--- src/rtl/rv_g_operand_fetch.sv ---
// Two-slot operand fetch stage between decode and execute: slot A holds a decoded
// instruction until the register file grants, slot B holds it with captured operands.
module rv_g_operand_fetch #(
  parameter int unsigned XLEN  = 64,
  parameter int unsigned FLEN  = 32,
  parameter int unsigned UOP_W = 32
) (
  input  logic                                   clk_i,
  input  logic                                   arst_ni,
  input  logic                                   flush_i,
  // upstream decode handshake
  input  logic                                   in_valid_i,
  output logic                                   in_ready_o,
  input  logic [UOP_W-1:0]                       in_uop_i,
  input  logic [5:0]                             in_rd_addr_i,
  input  logic [5:0]                             in_rs1_addr_i,
  input  logic [5:0]                             in_rs2_addr_i,
  input  logic [5:0]                             in_rs3_addr_i,
  // register-file request / grant
  output logic                                   rf_req_o,
  output logic [5:0]                             rf_rd_addr_o,
  output logic [5:0]                             rf_rs1_addr_o,
  output logic [5:0]                             rf_rs2_addr_o,
  output logic [5:0]                             rf_rs3_addr_o,
  input  logic                                   rf_gnt_i,
  input  logic [((XLEN > FLEN) ? XLEN : FLEN)-1:0] rf_rs1_data_i,
  input  logic [((XLEN > FLEN) ? XLEN : FLEN)-1:0] rf_rs2_data_i,
  input  logic [((XLEN > FLEN) ? XLEN : FLEN)-1:0] rf_rs3_data_i,
  // downstream execute handshake
  output logic                                   out_valid_o,
  input  logic                                   out_ready_i,
  output logic [UOP_W-1:0]                       out_uop_o,
  output logic [5:0]                             out_rd_addr_o,
  output logic [((XLEN > FLEN) ? XLEN : FLEN)-1:0] out_rs1_data_o,
  output logic [((XLEN > FLEN) ? XLEN : FLEN)-1:0] out_rs2_data_o,
  output logic [((XLEN > FLEN) ? XLEN : FLEN)-1:0] out_rs3_data_o,
  output logic [15:0]                            stall_cnt_o
);

  localparam int unsigned MaxLen = (XLEN > FLEN) ? XLEN : FLEN;

  typedef enum logic {
    SLOT_EMPTY = 1'b0,
    SLOT_FULL  = 1'b1
  } slot_state_e;

  slot_state_e       a_state_q, a_state_d;
  logic [UOP_W-1:0]  a_uop_q, a_uop_d;
  logic [5:0]        a_rd_q, a_rd_d;
  logic [5:0]        a_rs1_q, a_rs1_d;
  logic [5:0]        a_rs2_q, a_rs2_d;
  logic [5:0]        a_rs3_q, a_rs3_d;

  slot_state_e       b_state_q, b_state_d;
  logic [UOP_W-1:0]  b_uop_q, b_uop_d;
  logic [5:0]        b_rd_q, b_rd_d;
  logic [MaxLen-1:0] b_rs1_q, b_rs1_d;
  logic [MaxLen-1:0] b_rs2_q, b_rs2_d;
  logic [MaxLen-1:0] b_rs3_q, b_rs3_d;

  logic [15:0]       stall_cnt_q, stall_cnt_d;

  logic a_full, b_full;
  logic capture, load, drain;

  assign a_full = (a_state_q == SLOT_FULL);
  assign b_full = (b_state_q == SLOT_FULL);

  // A grant locks rd, so only request when slot B is certain to take the operands.
  assign rf_req_o   = a_full & ~flush_i & (~b_full | out_ready_i);
  assign capture    = rf_req_o & rf_gnt_i;
  assign in_ready_o = ~flush_i & (~a_full | capture);
  assign load       = in_valid_i & in_ready_o;
  assign drain      = b_full & out_ready_i;

  assign rf_rd_addr_o  = a_rd_q;
  assign rf_rs1_addr_o = a_rs1_q;
  assign rf_rs2_addr_o = a_rs2_q;
  assign rf_rs3_addr_o = a_rs3_q;

  assign out_valid_o    = b_full;
  assign out_uop_o      = b_uop_q;
  assign out_rd_addr_o  = b_rd_q;
  assign out_rs1_data_o = b_rs1_q;
  assign out_rs2_data_o = b_rs2_q;
  assign out_rs3_data_o = b_rs3_q;
  assign stall_cnt_o    = stall_cnt_q;

  always_comb begin
    a_state_d = a_state_q;
    a_uop_d   = a_uop_q;
    a_rd_d    = a_rd_q;
    a_rs1_d   = a_rs1_q;
    a_rs2_d   = a_rs2_q;
    a_rs3_d   = a_rs3_q;

    if (flush_i) begin
      a_state_d = SLOT_EMPTY;
    end else if (load) begin
      a_state_d = SLOT_FULL;
      a_uop_d   = in_uop_i;
      a_rd_d    = in_rd_addr_i;
      a_rs1_d   = in_rs1_addr_i;
      a_rs2_d   = in_rs2_addr_i;
      a_rs3_d   = in_rs3_addr_i;
    end else if (capture) begin
      a_state_d = SLOT_EMPTY;
    end
  end

  always_comb begin
    b_state_d = b_state_q;
    b_uop_d   = b_uop_q;
    b_rd_d    = b_rd_q;
    b_rs1_d   = b_rs1_q;
    b_rs2_d   = b_rs2_q;
    b_rs3_d   = b_rs3_q;

    if (flush_i) begin
      b_state_d = SLOT_EMPTY;
    end else if (capture) begin
      b_state_d = SLOT_FULL;
      b_uop_d   = a_uop_q;
      b_rd_d    = a_rd_q;
      b_rs1_d   = rf_rs1_data_i;
      b_rs2_d   = rf_rs2_data_i;
      b_rs3_d   = rf_rs3_data_i;
    end else if (drain) begin
      b_state_d = SLOT_EMPTY;
    end
  end

  always_comb begin
    stall_cnt_d = stall_cnt_q;
    if (flush_i) begin
      stall_cnt_d = '0;
    end else if (a_full && !capture && (stall_cnt_q != '1)) begin
      stall_cnt_d = stall_cnt_q + 16'd1;
    end
  end

  always_ff @(posedge clk_i or negedge arst_ni) begin
    if (!arst_ni) begin
      a_state_q   <= SLOT_EMPTY;
      a_uop_q     <= '0;
      a_rd_q      <= '0;
      a_rs1_q     <= '0;
      a_rs2_q     <= '0;
      a_rs3_q     <= '0;
      b_state_q   <= SLOT_EMPTY;
      b_uop_q     <= '0;
      b_rd_q      <= '0;
      b_rs1_q     <= '0;
      b_rs2_q     <= '0;
      b_rs3_q     <= '0;
      stall_cnt_q <= '0;
    end else begin
      a_state_q   <= a_state_d;
      a_uop_q     <= a_uop_d;
      a_rd_q      <= a_rd_d;
      a_rs1_q     <= a_rs1_d;
      a_rs2_q     <= a_rs2_d;
      a_rs3_q     <= a_rs3_d;
      b_state_q   <= b_state_d;
      b_uop_q     <= b_uop_d;
      b_rd_q      <= b_rd_d;
      b_rs1_q     <= b_rs1_d;
      b_rs2_q     <= b_rs2_d;
      b_rs3_q     <= b_rs3_d;
      stall_cnt_q <= stall_cnt_d;
    end
  end

endmodule

--- config.mk ---
export PLATFORM = sky130hd
export DESIGN_NAME = rv_g_operand_fetch
export DESIGN_NICKNAME = d
export VERILOG_FILES = /design/src/rtl/rv_g_operand_fetch.sv
export SDC_FILE = /design/constraint.sdc
export NUM_CORES = 1
export LEC_CHECK = 0
export CAP_MARGIN = 10
export CORE_AREA = 2 2 202 204
export DETAILED_ROUTE_END_ITERATION = 7
export DIE_AREA = 0 0 204 206
export GPL_TIMING_DRIVEN = 0
export HOLD_SLACK_MARGIN = 0.06
export PLACE_DENSITY = 0.71
export SYNTH_ARGS = -nofsm -noshare
export SYNTH_HDL_FRONTEND = slang
export SYNTH_SLANG_ARGS = --single-unit
--- constraint.sdc ---
create_clock -name clk_i -period 2 [get_ports clk_i]
set_input_delay 0.4 -clock clk_i [delete_from_list [all_inputs] [get_ports clk_i]]
set_output_delay 0.4 -clock clk_i [all_outputs]
set_load 0.1 [all_outputs]
==> results, run 1 <==
- Of the total power, registers draw 0.280.
- The xor and xnor area share after synthesis is 0.
- Dividing total power by cell area gives a power density of 1502 nW/um2.
- The synthesized instance count is 712.
- In the post-synthesis netlist, the biggest area contributors are sky130_fd_sc_hd__dfrtp_1, sky130_fd_sc_hd__mux2_4, sky130_fd_sc_hd__mux2_2, sky130_fd_sc_hd__buf_6, sky130_fd_sc_hd__mux2_1.
- After legalization and detailed placement, the total HPWL measured 27,070 um.
- The routability congestion estimate is 0.7691.
- Setup repair after global routing could not meet its margin everywhere.
- Of the total power, the clock network draws 0.211.
- The placeable core region is 40,180 um2.
- The number of pins exceeding their max-slew limit in the final report is 0.
- On the final layout, the worst clock skew is 0.006554 ns.
- After clock tree synthesis, the clock-pin slew on the worst setup and hold paths is 0.05 ns.
- TritonCTS built the clock tree.
- By area, the combinational part of the netlist is dominated by multiplexers.
- The layout overhead on the synthesized area is 62.85%.
- The dominant synthesized flop cell is sky130_fd_sc_hd__dfrtp_1.
- The leakage dissipation is 0.008897 uW.
- The largest vdd supply drop is 0.0008939 V.
- The detailed-route vias per instance is 4.516.
- The worst endpoint required time is 1.60 ns.
- The number of top-level pins is 527.
- The launch point of the worst hold path is flush_i.
- For this design the total switching power over the nets is 14,820 uW.
- The via total after detailed routing is 8,327.
- The endpoint type of the worst setup path is a primary output.
- The total track usage is 0.1683.
- The count of flip-flops with a built-in enable after synthesis is 0.
- The count of nets left with antenna violations once routing finished came out at 0.
- The largest area contributor in the synthesized netlist is sky130_fd_sc_hd__dfrtp_1.
- Hold is met by 0.2999 ns.
- The placement row count is 74.
- Clock tree synthesis inserted a total of 36 buffers.
- The critical path startpoint is out_ready_i.
- In the final routed layout, each cell accounts on average for 19.84 um.
- In this run the deepest clock path goes through 3 buffers.
- For this run, asynchronously set or reset flops after synthesis account for 1.000.
- The share of the yosys chip area belonging to registers is 0.6189.
- Entering global routing, the biggest net connects 115 pins.
- At the worst endpoint, the arrival time is 1.59 ns.
- The headroom to the max-slew limit is 0.5109.
- The area fraction in compound gates after synthesis is 0.01527.
- After synthesis, the share of cell area in mux cells is 0.3175.
- The die is 206 um tall.
- The filler-free cell count of the finished design is 1,844.
- The cell chosen for the clock root is sky130_fd_sc_hd__clkbuf_16.
- The net count after synthesis is a little under 1,000.
- The floorplan step set the die width to ~200 um.
- For the pin with the worst max-slew slack, the measured transition is about 0.73 ns.
- The origin of the critical flop-to-flop path is out_valid_o.
- The number of search-and-repair iterations in the first detailed-routing pass is 6.
- Along the worst path, the maximum fanout reaches 4.
- The total die area is 42,020 um2.
- Power comes to 30,060 uW.
- Summing every instance area after synthesis gives approximately 12,000 um2.
- The fraction of layout cells with a size suffix above 1 is 0.5161.
- The share of the clock period used by the worst path is 0.9974.
- The clock insertion delay at the later pin of the skew report is between 0.5 and 0.6 ns.
- The worst setup path is of the in2out kind.
- The simple-gate portion of the synthesized area is 0.02239.
- Dividing the synthesized area by the synthesized cell count gives 17.26 um2.
- The quantity of I/O buffers inserted on ports is 526.
- The post-synthesis sequential element count is 304.
- The detailed-route wire length is 36,580 um.
- The number of endpoints with negative hold slack in the final report was 0.
- Of the total power, the share spent switching nets is 0.4928.
- In this run, placement finished with an instance count of 1,772.
- The count of cell types in the netlist is 35.
- The remaining global-route overflow is 0.
- For this run, design rule violations remaining after detail routing come to 0.
- The synthesized-area fraction occupied by adder cells is 0.001018.
- The combinational group share of total power is 0.509.
- The number of max-cap violations is 0.
- STA classifies the critical path startpoint as an input pin.
- The fmax is 0.5013 GHz.
- The clock sink total is between 300 and 400.
- The H-tree was split into 2 levels.
- The run finished with clean final reports.
- The via count of the first global-routing pass is 8,765.
- The top cell type's share of synthesized area is 0.6189.
- The count of nets after finishing is between 1,500 and 2,000.
- The tightest min-delay check is of the in2reg type.
- The internal power of the cells totals between 15,000 and 20,000 uW.
- The number of antenna violations at the first check in global routing is 2.
- The first-pass GRT wire length is 53,940 um.
- The initial core utilization is 0.3059.
- The number of synthesis warnings is 0.
- Setup violations remaining at the end of the flow were counted as 0.
- Subtracting the final worst setup slack from the clock period gives 1.995 ns.
- The initial detailed-routing violation count is 306.
-- layout by cell type (no fill, tap or decap), types with 3 or more instances in the layout --
| cell type | Yosys | layout |
|---|---|---|
| sky130_fd_sc_hd__a21oi_1 | 6 | 5 |
| sky130_fd_sc_hd__a31oi_1 | 5 | 5 |
| sky130_fd_sc_hd__buf_12 | 0 | 5 |
| sky130_fd_sc_hd__buf_16 | 0 | 3 |
| sky130_fd_sc_hd__buf_2 | 8 | 8 |
| sky130_fd_sc_hd__buf_4 | 0 | 8 |
| sky130_fd_sc_hd__buf_6 | 20 | 15 |
| sky130_fd_sc_hd__buf_8 | 0 | 5 |
| sky130_fd_sc_hd__clkbuf_1 | 3 | 10 |
| sky130_fd_sc_hd__clkbuf_16 | 0 | 37 |
| sky130_fd_sc_hd__clkbuf_8 | 0 | 8 |
| sky130_fd_sc_hd__clkdlybuf4s15_2 | 0 | 270 |
| sky130_fd_sc_hd__clkdlybuf4s50_1 | 0 | 251 |
| sky130_fd_sc_hd__clkinv_2 | 0 | 4 |
| sky130_fd_sc_hd__dfrtp_1 | 304 | 288 |
| sky130_fd_sc_hd__dfrtp_2 | 0 | 8 |
| sky130_fd_sc_hd__dfrtp_4 | 0 | 8 |
| sky130_fd_sc_hd__diode_2 | 0 | 4 |
| sky130_fd_sc_hd__inv_1 | 3 | 3 |
| sky130_fd_sc_hd__mux2_1 | 8 | 8 |
| sky130_fd_sc_hd__mux2_2 | 111 | 111 |
| sky130_fd_sc_hd__mux2_4 | 170 | 170 |
| sky130_fd_sc_hd__nand2_1 | 5 | 5 |
| sky130_fd_sc_hd__nand3_1 | 5 | 5 |
| sky130_fd_sc_hd__nand4_1 | 3 | 3 |
| sky130_fd_sc_hd__nor2_1 | 9 | 8 |
| sky130_fd_sc_hd__nor2b_1 | 4 | 3 |
| sky130_fd_sc_hd__nor3_1 | 6 | 5 |
| sky130_fd_sc_hd__nor4_1 | 4 | 4 |
| sky130_fd_sc_hd__o21ai_0 | 4 | 4 |
| sky130_fd_sc_hd__o31ai_1 | 5 | 5 |
| sky130_fd_sc_hd__or3_1 | 3 | 3 |
| sky130_fd_sc_hd__or4_1 | 6 | 5 |
-- through the flow --
| stage | util | setup TNS [ns] | cell area [um2] | worst slack [ns] |
|---|---|---|---|---|
| global placement | 0.4553 | -4078.83 | 18300 | -14.91 |
| finish | 0.4981 | 0 | 20020 | 0.005195 |
| floorplan | - | -8.843 | 12370 | -0.04612 |
| CTS | 0.4975 | -0.07704 | 19990 | -0.07704 |
| global route | 0.4980 | -0.1776 | 20010 | -0.04149 |
| detailed placement | 0.4568 | -186.50 | 18360 | -1.485 |
-- worst max-delay path, stage by stage --
cell                              delay (ns)
sky130_fd_sc_hd__clkdlybuf4s50_1        0.48
sky130_fd_sc_hd__nand2b_2               0.26
sky130_fd_sc_hd__a21oi_4                0.22
sky130_fd_sc_hd__nor2_4                 0.05
sky130_fd_sc_hd__buf_8                  0.17
-- cells in the mapped netlist (5+ instances only) --
library cell	instances
sky130_fd_sc_hd__buf_6	20
sky130_fd_sc_hd__o31ai_1	5
sky130_fd_sc_hd__nand2_1	5
sky130_fd_sc_hd__a21oi_1	6
sky130_fd_sc_hd__buf_2	8
sky130_fd_sc_hd__mux2_2	111
sky130_fd_sc_hd__dfrtp_1	304
sky130_fd_sc_hd__nor3_1	6
sky130_fd_sc_hd__nand3_1	5
sky130_fd_sc_hd__a31oi_1	5
sky130_fd_sc_hd__mux2_4	170
sky130_fd_sc_hd__nor2_1	9
sky130_fd_sc_hd__mux2_1	8
sky130_fd_sc_hd__or4_1	6
-- cell type report --
cell class / instances / area (um2)
Inverter: 4 / 15.01
Sequential cell: 304 / 7647
Multi-Input combinational cell: 369 / 4429
Antenna cell: 4 / 10.01
Timing Repair Buffer: 534 / 5748
Clock inverter: 8 / 73.82
Tap cell: 532 / 665.6
Fill cell: 3370 / 20170
Clock buffer: 55 / 1074
Buffer: 34 / 354.1
-- cells by family (layout without fill, tap and decap cells) --
kind of cell	after synthesis	count (layout)
other cells	0	4
buf+inv	39	635
compound gates	28	28
mux	290	290
fa+ha+maj	1	1
flops	304	304
simple gates	50	50
-- worst paths after layout --
path / endpoint / slack [ns] / cells past startpoint
max: in_ready_o / 0.005 / 5
min: stall_cnt_o[1] / 0.30 / 3
max reg2reg: out_rs2_data_o[61] / 0.02 / 5
min reg2reg: out_uop_o[28] / 0.48 / 1
max in group asynchronous: out_rs1_data_o[25] / 0.42 / 3
min in group asynchronous: out_rs2_data_o[50] / 0.53 / 2
-- flip-flops by register name (all words and copies together) (netlist names) --
signal and count:
a_full 1, a_uop_q 32, out_rd_addr_o 6, out_rs1_data_o 64
out_rs2_data_o 64, out_rs3_data_o 64, out_uop_o 32, out_valid_o 1
rf_rd_addr_o 6, rf_rs1_addr_o 6, rf_rs2_addr_o 6, rf_rs3_addr_o 6
stall_cnt_o 16
-- power groups by stage --
stage / combinational (uW) / sequential [uW] / clock (uW)
2_1_floorplan: 2020 / 18100 / 0
3_3_place_gp: 15600 / 8470 / 0
3_5_place_dp: 15700 / 8510 / 0
4_1_cts: 15400 / 8430 / 6550
5_1_grt: 15600 / 8610 / 6810
6_report: 15300 / 8430 / 6350
-- per-layer routing --
| layer | up-vias | GRT usage | wire length, um |
|---|---|---|---|
| met2 | 325 | 0.2890 | 18620 |
| met5 | - | 0 | 0 |
| met1 | 4244 | 0.2018 | 14290 |
| met4 | 0 | 0.06341 | 934 |
| met3 | 55 | 0.04557 | 2734 |
| li1 | 3703 | - | - |
-- repair_timing --
action,CTS,global route
buffers inserted,3,1
hold buffers,1,0
setup endpoints to repair,517,156
endpoints found under the hold margin,93,0
gates cloned,1,0
pin swaps,1,2
gates resized for setup,855,11
No activity file was read; power rests on OpenSTA's default activity.
==> inputs of run 2 (changes only) <==
Settings changed: PLACE_DENSITY 0.71 to not set.
==> run 2 against run 1 <==
Against the previous run: the run now ends with setup timing left; sequential share of layout area decreased by 0.39 points; worst hold slack got worse by 0.0018 ns; sequential power is essentially flat; clock-buffer cell count up 7; critical path type is now reg2reg.
==> results, run 2 (synthesis gave the netlist of run 1 again) <==
- The run finished, with violations left.
- The checks that failed: setup timing.
- The via total after detailed routing is 8,222.
- The floorplan has 74 rows.
- The launch point of the worst hold path is flush_i.
- The number of levels the H-tree was split into is 2.
- The reg-to-reg critical path endpoint is out_rs2_data_o[2].
- The critical path starts at out_valid_o.
- The first global-routing pass estimated 54,430 um of wire.
- The worst-case clock buffer depth is 3.
- The fill cell instance count of the final layout is 3,474.
- The headroom to the max-slew limit is 0.5894.
- For this run, the number of standard cells in the final layout without fillers is between 1,500 and 2,000.
- The remaining global-route overflow is 0.
- TritonCTS built the clock tree.
- For this run, design rule violations remaining after detail routing come to 0.
- The floorplan step set the die width to 204 um.
- The leakage dissipation is 0.009028 uW.
- Dividing the detail-routed wire length by the instance count gives between 20 and 25 um.
- For this run, the top clock speed supported by timing is 0.4985 GHz.
- In the global route stage, overall resource usage came out at 0.1711.
- Including well taps, the total number of placed cells is 1,773.
- The post-layout total power is roughly 31,000 uW.
- The number of endpoints with negative hold slack in the final report is 0.
- For the worst setup path, the data required time is 2.42 ns.
- The worst-case IR drop observed on VDD is 0.0009752 V.
- The most common library cell in the layout ignoring fill and taps is sky130_fd_sc_hd__dfrtp_1.
- In the final layout, the share of cells above drive strength 1 is 0.5194.
- The net switching component of the power is ~15,000 uW.
- The clock input transition at the sequential cells of the worst setup and hold paths is 0.05 ns.
- The critical setup path kind is reg2reg.
- The slack of the worst reg-to-reg path is -0.006 ns.
- The clock skew is 0.01244 ns.
- The via count of the first global-routing pass is 8,648.
- The number of max-cap violations is 0.
- The cell chosen for the clock root is sky130_fd_sc_hd__clkbuf_16.
- The internal portion of the total power is between 15,000 and 20,000 uW.
- The number of top-level pins is between 500 and 600.
- Setup repair after global routing could not meet its margin everywhere.
- The final critical-path required period is 2.006 ns.
- The count of nets after finishing is 1,539.
- The floorplan step defined a die boundary enclosing roughly 42,000 um2.
- The quantity of I/O buffers inserted on ports is 526.
- The worst slack at placement is -1.488 ns.
- The endpoint type of the worst setup path is a flop.
- The clock insertion delay at the later pin of the skew report is 0.54 ns.
- The number of antenna violations at the first check in global routing was 1.
- Clock tree synthesis inserted a total of 38 buffers.
- The share of the clock period used by the worst path is 1.003.
- Setup violations remaining at the end of the flow were counted as 7.
- In the routed layout, each cell is associated on average with a via count of 4.454.
- The placeable core region is between 40,000 and 50,000 um2.
- Compared with the post-synthesis result, the final layout area differs by 64.53%.
- The detailed-route wire length is 37,530 um.
- The initial core utilization is 0.3059.
- The path class of the tightest hold or removal check is in2reg.
- The power per unit of standard cell area is 1518 nW/um2.
- In this run the worst path has a maximum fanout of 10.
- The clock sink total is approximately 300.
- The number of pins exceeding their max-slew limit in the final report was 0.
- The number of nets still failing antenna checks after routing is 0.
- The part of the power in the clock network is 0.225.
- The worst hold path depth is 3.
- For this run, the detailed router's first-pass iteration total came to 4.
- At the end of routability-driven placement, the weighted congestion stood at 0.8221.
- The pin count of the biggest net entering global routing is slightly above 90.
- The slew at the pin closest to its max-slew limit is a little over 0.6 ns.
- Leaving out fill and tap cells, the most frequent cells in the layout are sky130_fd_sc_hd__dfrtp_1, sky130_fd_sc_hd__clkdlybuf4s15_2, sky130_fd_sc_hd__clkdlybuf4s50_1, sky130_fd_sc_hd__mux2_4, sky130_fd_sc_hd__mux2_2.
- After the first detailed-routing iteration, the DRC count stood at 365.
- The origin of the critical flop-to-flop path is out_valid_o.
- After layout, the worst setup slack is -0.006177 ns.
- The number of cells traversed by the worst register-to-register path is 6.
- The share of total power dissipated in combinational logic is 0.501.
- For hold timing, the worst endpoint is stall_cnt_o[1].
- The arrival time of data at the critical path endpoint is 2.42 ns.
- The worst setup path is launched from a flop.
- The die height is between 200 and 250 um.
- The fraction of power spent switching nets is 0.4885.
- Of the total power, registers draw 0.274.
- Detailed placement ended at an HPWL of 27,560 um.
## run 2: timing repair
action | 4_1_cts | 5_1_grt
pin swaps | 1 | 3
hold endpoints to repair | 50 | 0
cloned | 0 | 0
resized for setup | 864 | 38
hold buffers | 1 | 0
endpoints found under the setup margin | 517 | 252
buffers inserted | 2 | 1
## run 2: how the worst max path moves through the flow
| stage | end |
|---|---|
| after global placement | out_valid_o |
| after floorplan | rf_rd_addr_o[0] |
| final | out_rs2_data_o[2] |
| after detailed placement | in_ready_o |
| after global routing | out_rs3_data_o[59] |
| after CTS | in_ready_o |
## run 2: power by group through the flow
stage | sequential (uW) | combinational [uW] | clock [uW]
floorplan | 18100 | 2020 | 0
global placement | 8460 | 15700 | 0
detailed placement | 8490 | 15800 | 0
CTS | 8410 | 15500 | 7150
global route | 8600 | 15700 | 7390
finish | 8400 | 15400 | 6910
## run 2: final cells by class
type / count / area, um2 / area share
Timing Repair Buffer: 533 / 5709 / 0.2823
Clock buffer: 62 / 1205 / 0.05958
Antenna cell: 1 / 2.502 / 0.0001237
Tap cell: 532 / 665.6 / 0.03291
Sequential cell: 304 / 7647 / 0.3781
Inverter: 4 / 15.01 / 0.0007424
Multi-Input combinational cell: 369 / 4444 / 0.2198
Clock inverter: 7 / 73.82 / 0.003650
Buffer: 34 / 460.4 / 0.02277
## run 2: per-layer routing
layer | up-vias | GRT usage | wire length, um
met3 | 49 | 0.05188 | 2704
met1 | 4165 | 0.2085 | 14930
met5 | - | 0 | 0
met4 | 0 | 0.05357 | 839
li1 | 3712 | - | -
met2 | 296 | 0.2908 | 19050
## run 2: worst max-delay path, cell delays in order, from the launching register on
cell and delay [ns]:
sky130_fd_sc_hd__dfrtp_4 0.50, sky130_fd_sc_hd__nor2b_4 0.15, sky130_fd_sc_hd__or4_4 0.43, sky130_fd_sc_hd__buf_12 0.17, sky130_fd_sc_hd__buf_12 0.15, sky130_fd_sc_hd__buf_12 0.16, sky130_fd_sc_hd__mux2_4 0.30
## run 2: metrics by stage
step	hold WS (ns)	instance area [um2]	setup TNS (ns)	utilization
detailed placement	0.3547	18380	-189.32	0.4575
global placement	0.4607	18300	-4273.84	0.4553
floorplan	0.1044	12370	-8.843	-
CTS	0.3790	20130	-0.07363	0.5011
global route	0.3118	20220	-4.498	0.5033
finish	0.2981	20220	-0.01612	0.5033
==> inputs of run 3 (changes only) <==
Clock period 2 ns to 2.4 ns, I/O delays scaled along.
==> run 3 against run 2 <==
Against the previous run: the flow now finishes without violations; die area unchanged; largest cell class unchanged; clock skew decreased by 0.0019 ns; sequential cell count did not move; via count decreased by 1.3%; largest power group unchanged; combinational power shrank 20%; cell count shrank 0.38%.
==> results, run 3 (synthesis gave the netlist of run 1 again) <==
- The count of nets after finishing is 1,535.
- For this design the ratio of total power to cell area is 1290 nW/um2.
- Leaving out fill and tap cells, the most frequent cell in the layout is sky130_fd_sc_hd__dfrtp_1.
- The placeable core region is 40,180 um2.
- The worst endpoint required time is roughly 1.9 ns.
- After clock tree synthesis, the clock-pin slew on the worst setup and hold paths is 0.06 ns.
- The fill cell instance count of the final layout is 3,589.
- The number of nets still failing antenna checks after routing is 0.
- STA classifies the critical path startpoint as a flop.
- From bottom edge to top edge, the die measures between 200 and 250 um.
- The number of antenna violations at the first check in global routing was 2.
- Port buffering added about 530 buffers.
- The cell with the largest stage delay on the worst path is sky130_fd_sc_hd__dlygate4sd2_1.
- The pin count of the biggest net entering global routing is ~110.
- The leakage dissipation is 0.009166 uW.
- IR analysis of the VDD net gives a maximum drop of roughly 0.00073 V.
- The top cell types in the final layout, fill and taps aside, are sky130_fd_sc_hd__dfrtp_1, sky130_fd_sc_hd__dlygate4sd2_1, sky130_fd_sc_hd__clkdlybuf4s50_1, sky130_fd_sc_hd__mux2_4, sky130_fd_sc_hd__mux2_2.
- The cell sitting at the root of the clock tree is a sky130_fd_sc_hd__clkbuf_16.
- The count of buffer and inverter cells on the critical path is 1.
- roughly 530 I/O pins were placed.
- The largest fanout on the critical path is 6.
- Of the available clock period, the critical path in the final layout requires 0.9698.
- The arrival time of data at the critical path endpoint is approximately 1.9 ns.
- The endpoint type of the worst setup path is a primary output.
- The via total after detailed routing is 8,116.
- Dividing the detail-routed via count by the number of cells gives 4.413.
- The final critical-path required period is 2.328 ns.
- The floorplan step defined a die boundary enclosing approximately 42,000 um2.
- Before antenna repair, the detailed router went through 4 iterations.
- The cell family contributing the most delay on the critical path is buffers and inverters.
- The clock insertion delay at the later pin of the skew report is 0.52 ns.
- The fraction of layout cells with a size suffix above 1 is 0.2929.
- Counting tap cells, the placed design contains a total of around 1,800 instances.
- The initialized floorplan defines 74 standard-cell rows.
- The first-pass GRT wire length is between 50,000 and 60,000 um.
- The filler-free cell count of the finished design is 1,839.
- The detailed-route wire length is between 30,000 and 40,000 um.
- The count of final setup violators is 0.
- The worst min-delay path category is reg2reg.
- After layout, the worst setup slack is about 0.072 ns.
- The remaining design rule violation count is 0.
- In this run, the number of DRC markers left after iteration 0 of detailed routing was 302.
- The slew at the pin closest to its max-slew limit is 1.124 ns.
- The tool flagged a number of max-cap violations equal to 0.
- Compared with the post-synthesis result, the final layout area differs by 55.97%.
- The number of endpoints with negative hold slack in the final report was 0.
- The worst slack at placement is -1.215 ns.
- The via count of the first global-routing pass is 8,508.
- The clock skew is 0.01056 ns.
- The clock sink total is 304.
- The CTS tree is yes.
- Setup repair after global routing left no endpoint under its margin.
- The remaining global-route overflow is 0.
- In this run the tightest slew margin relative to its limit is 0.2537.
- Counting along the longest clock path gives a buffer depth of 3.
- The mean routed wirelength per cell is 19.80 um.
- The flow ran to the end, and the final reports show no timing, DRC or antenna violations.
- The number of pins exceeding their max-slew limit in the final report is 0.
- The initial core utilization is 0.3059.
- The highest cell delay on the worst timing path is ~0.89 ns.
- By startpoint and endpoint, the worst setup path is classified as reg2out.
- For this run, the total global-route usage over all layers was measured as 0.1675.
- The die boundary width is 204 um.
- The number of levels the H-tree was split into is 2.
- The fmax is 0.4296 GHz.
- At the end of routability-driven placement, the weighted congestion stood at around 0.76.
- Traced cell by cell, the critical path runs through dlygate4sd2_1.
- The wire-length estimate of the detail-placed layout is 27,170 um.
- The number of clock buffers inserted by TritonCTS is 37.
[run 3: cell types whose count changed in the layout (fill, tap and decap cells not counted), sizes merged]
cell / previous run / this run
clkinv: 3 / 5
inv: 6 / 4
clkbuf: 66 / 59
buf: 43 / 37
clkdlybuf4s15: 259 / 1
dlygate4sd2: 0 / 270
diode: 1 / 3
bufinv: 1 / 2
clkdlybuf4s18: 9 / 0
[run 3: per-stage QoR]
step	hold WS, ns	instance area, um2	util	power, uW	TNS, ns
2_1_floorplan	0.1844	12310	-	16770	-0.02609
3_3_place_gp	0.4608	18240	0.4540	20130	-4067.80
3_5_place_dp	0.4749	18300	0.4555	20190	-88.99
4_1_cts	0.4878	19160	0.4769	25020	0
5_1_grt	0.5048	19170	0.4771	25570	0
6_report	0.4817	19170	0.4771	24730	0
[run 3: cell type report]
type | count | area (um2) | area share
clock inverter | 8 | 92.59 | 0.004829
inverter | 4 | 15.01 | 0.0007831
antenna | 3 | 7.507 | 0.0003916
multi-input combinational | 369 | 4400 | 0.2295
clock buffer | 55 | 1094 | 0.05704
timing repair buffer | 529 | 4987 | 0.2601
tap | 532 | 665.6 | 0.03472
sequential | 304 | 7614 | 0.3971
buffer | 35 | 296.5 | 0.01547
[run 3: worst paths after layout]
check	startpoint	end	slack [ns]	cells after the start
worst max-delay path	stall_cnt_o[11]	stall_cnt_o[11]	0.07	1
worst min-delay path	a_uop_q[28]	out_uop_o[28]	0.48	1
worst max register to register	out_valid_o	rf_rs1_addr_o[0]	0.25	6
worst min register to register	a_uop_q[28]	out_uop_o[28]	0.48	1
max in group asynchronous	arst_ni	a_uop_q[10]	0.73	3
min in group asynchronous	arst_ni	out_rs3_data_o[33]	0.58	2
[run 3: report_power, final]
group	internal, uW	switching, uW	leakage [uW]
logic	2710	9560	0.00494
registers	6320	629	0.00364
clock network	3350	2160	0.000585
total	12400	12400	0.00917
[run 3: metal layers]
layer,wire length [um],share of wire,track usage
met4,1048,0.029,0.06651
met3,2847,0.078,0.04730
met2,18210,0.50,0.2812
met1,14320,0.39,0.2035
met5,0,0,0
[run 3: timing repair]
action | in CTS | in global routing
setup endpoints to repair | 299 | 23
resized for setup | 288 | 4
buffers inserted | 0 | 0
hold buffers | 1 | 0
hold endpoints to repair | 88 | 0
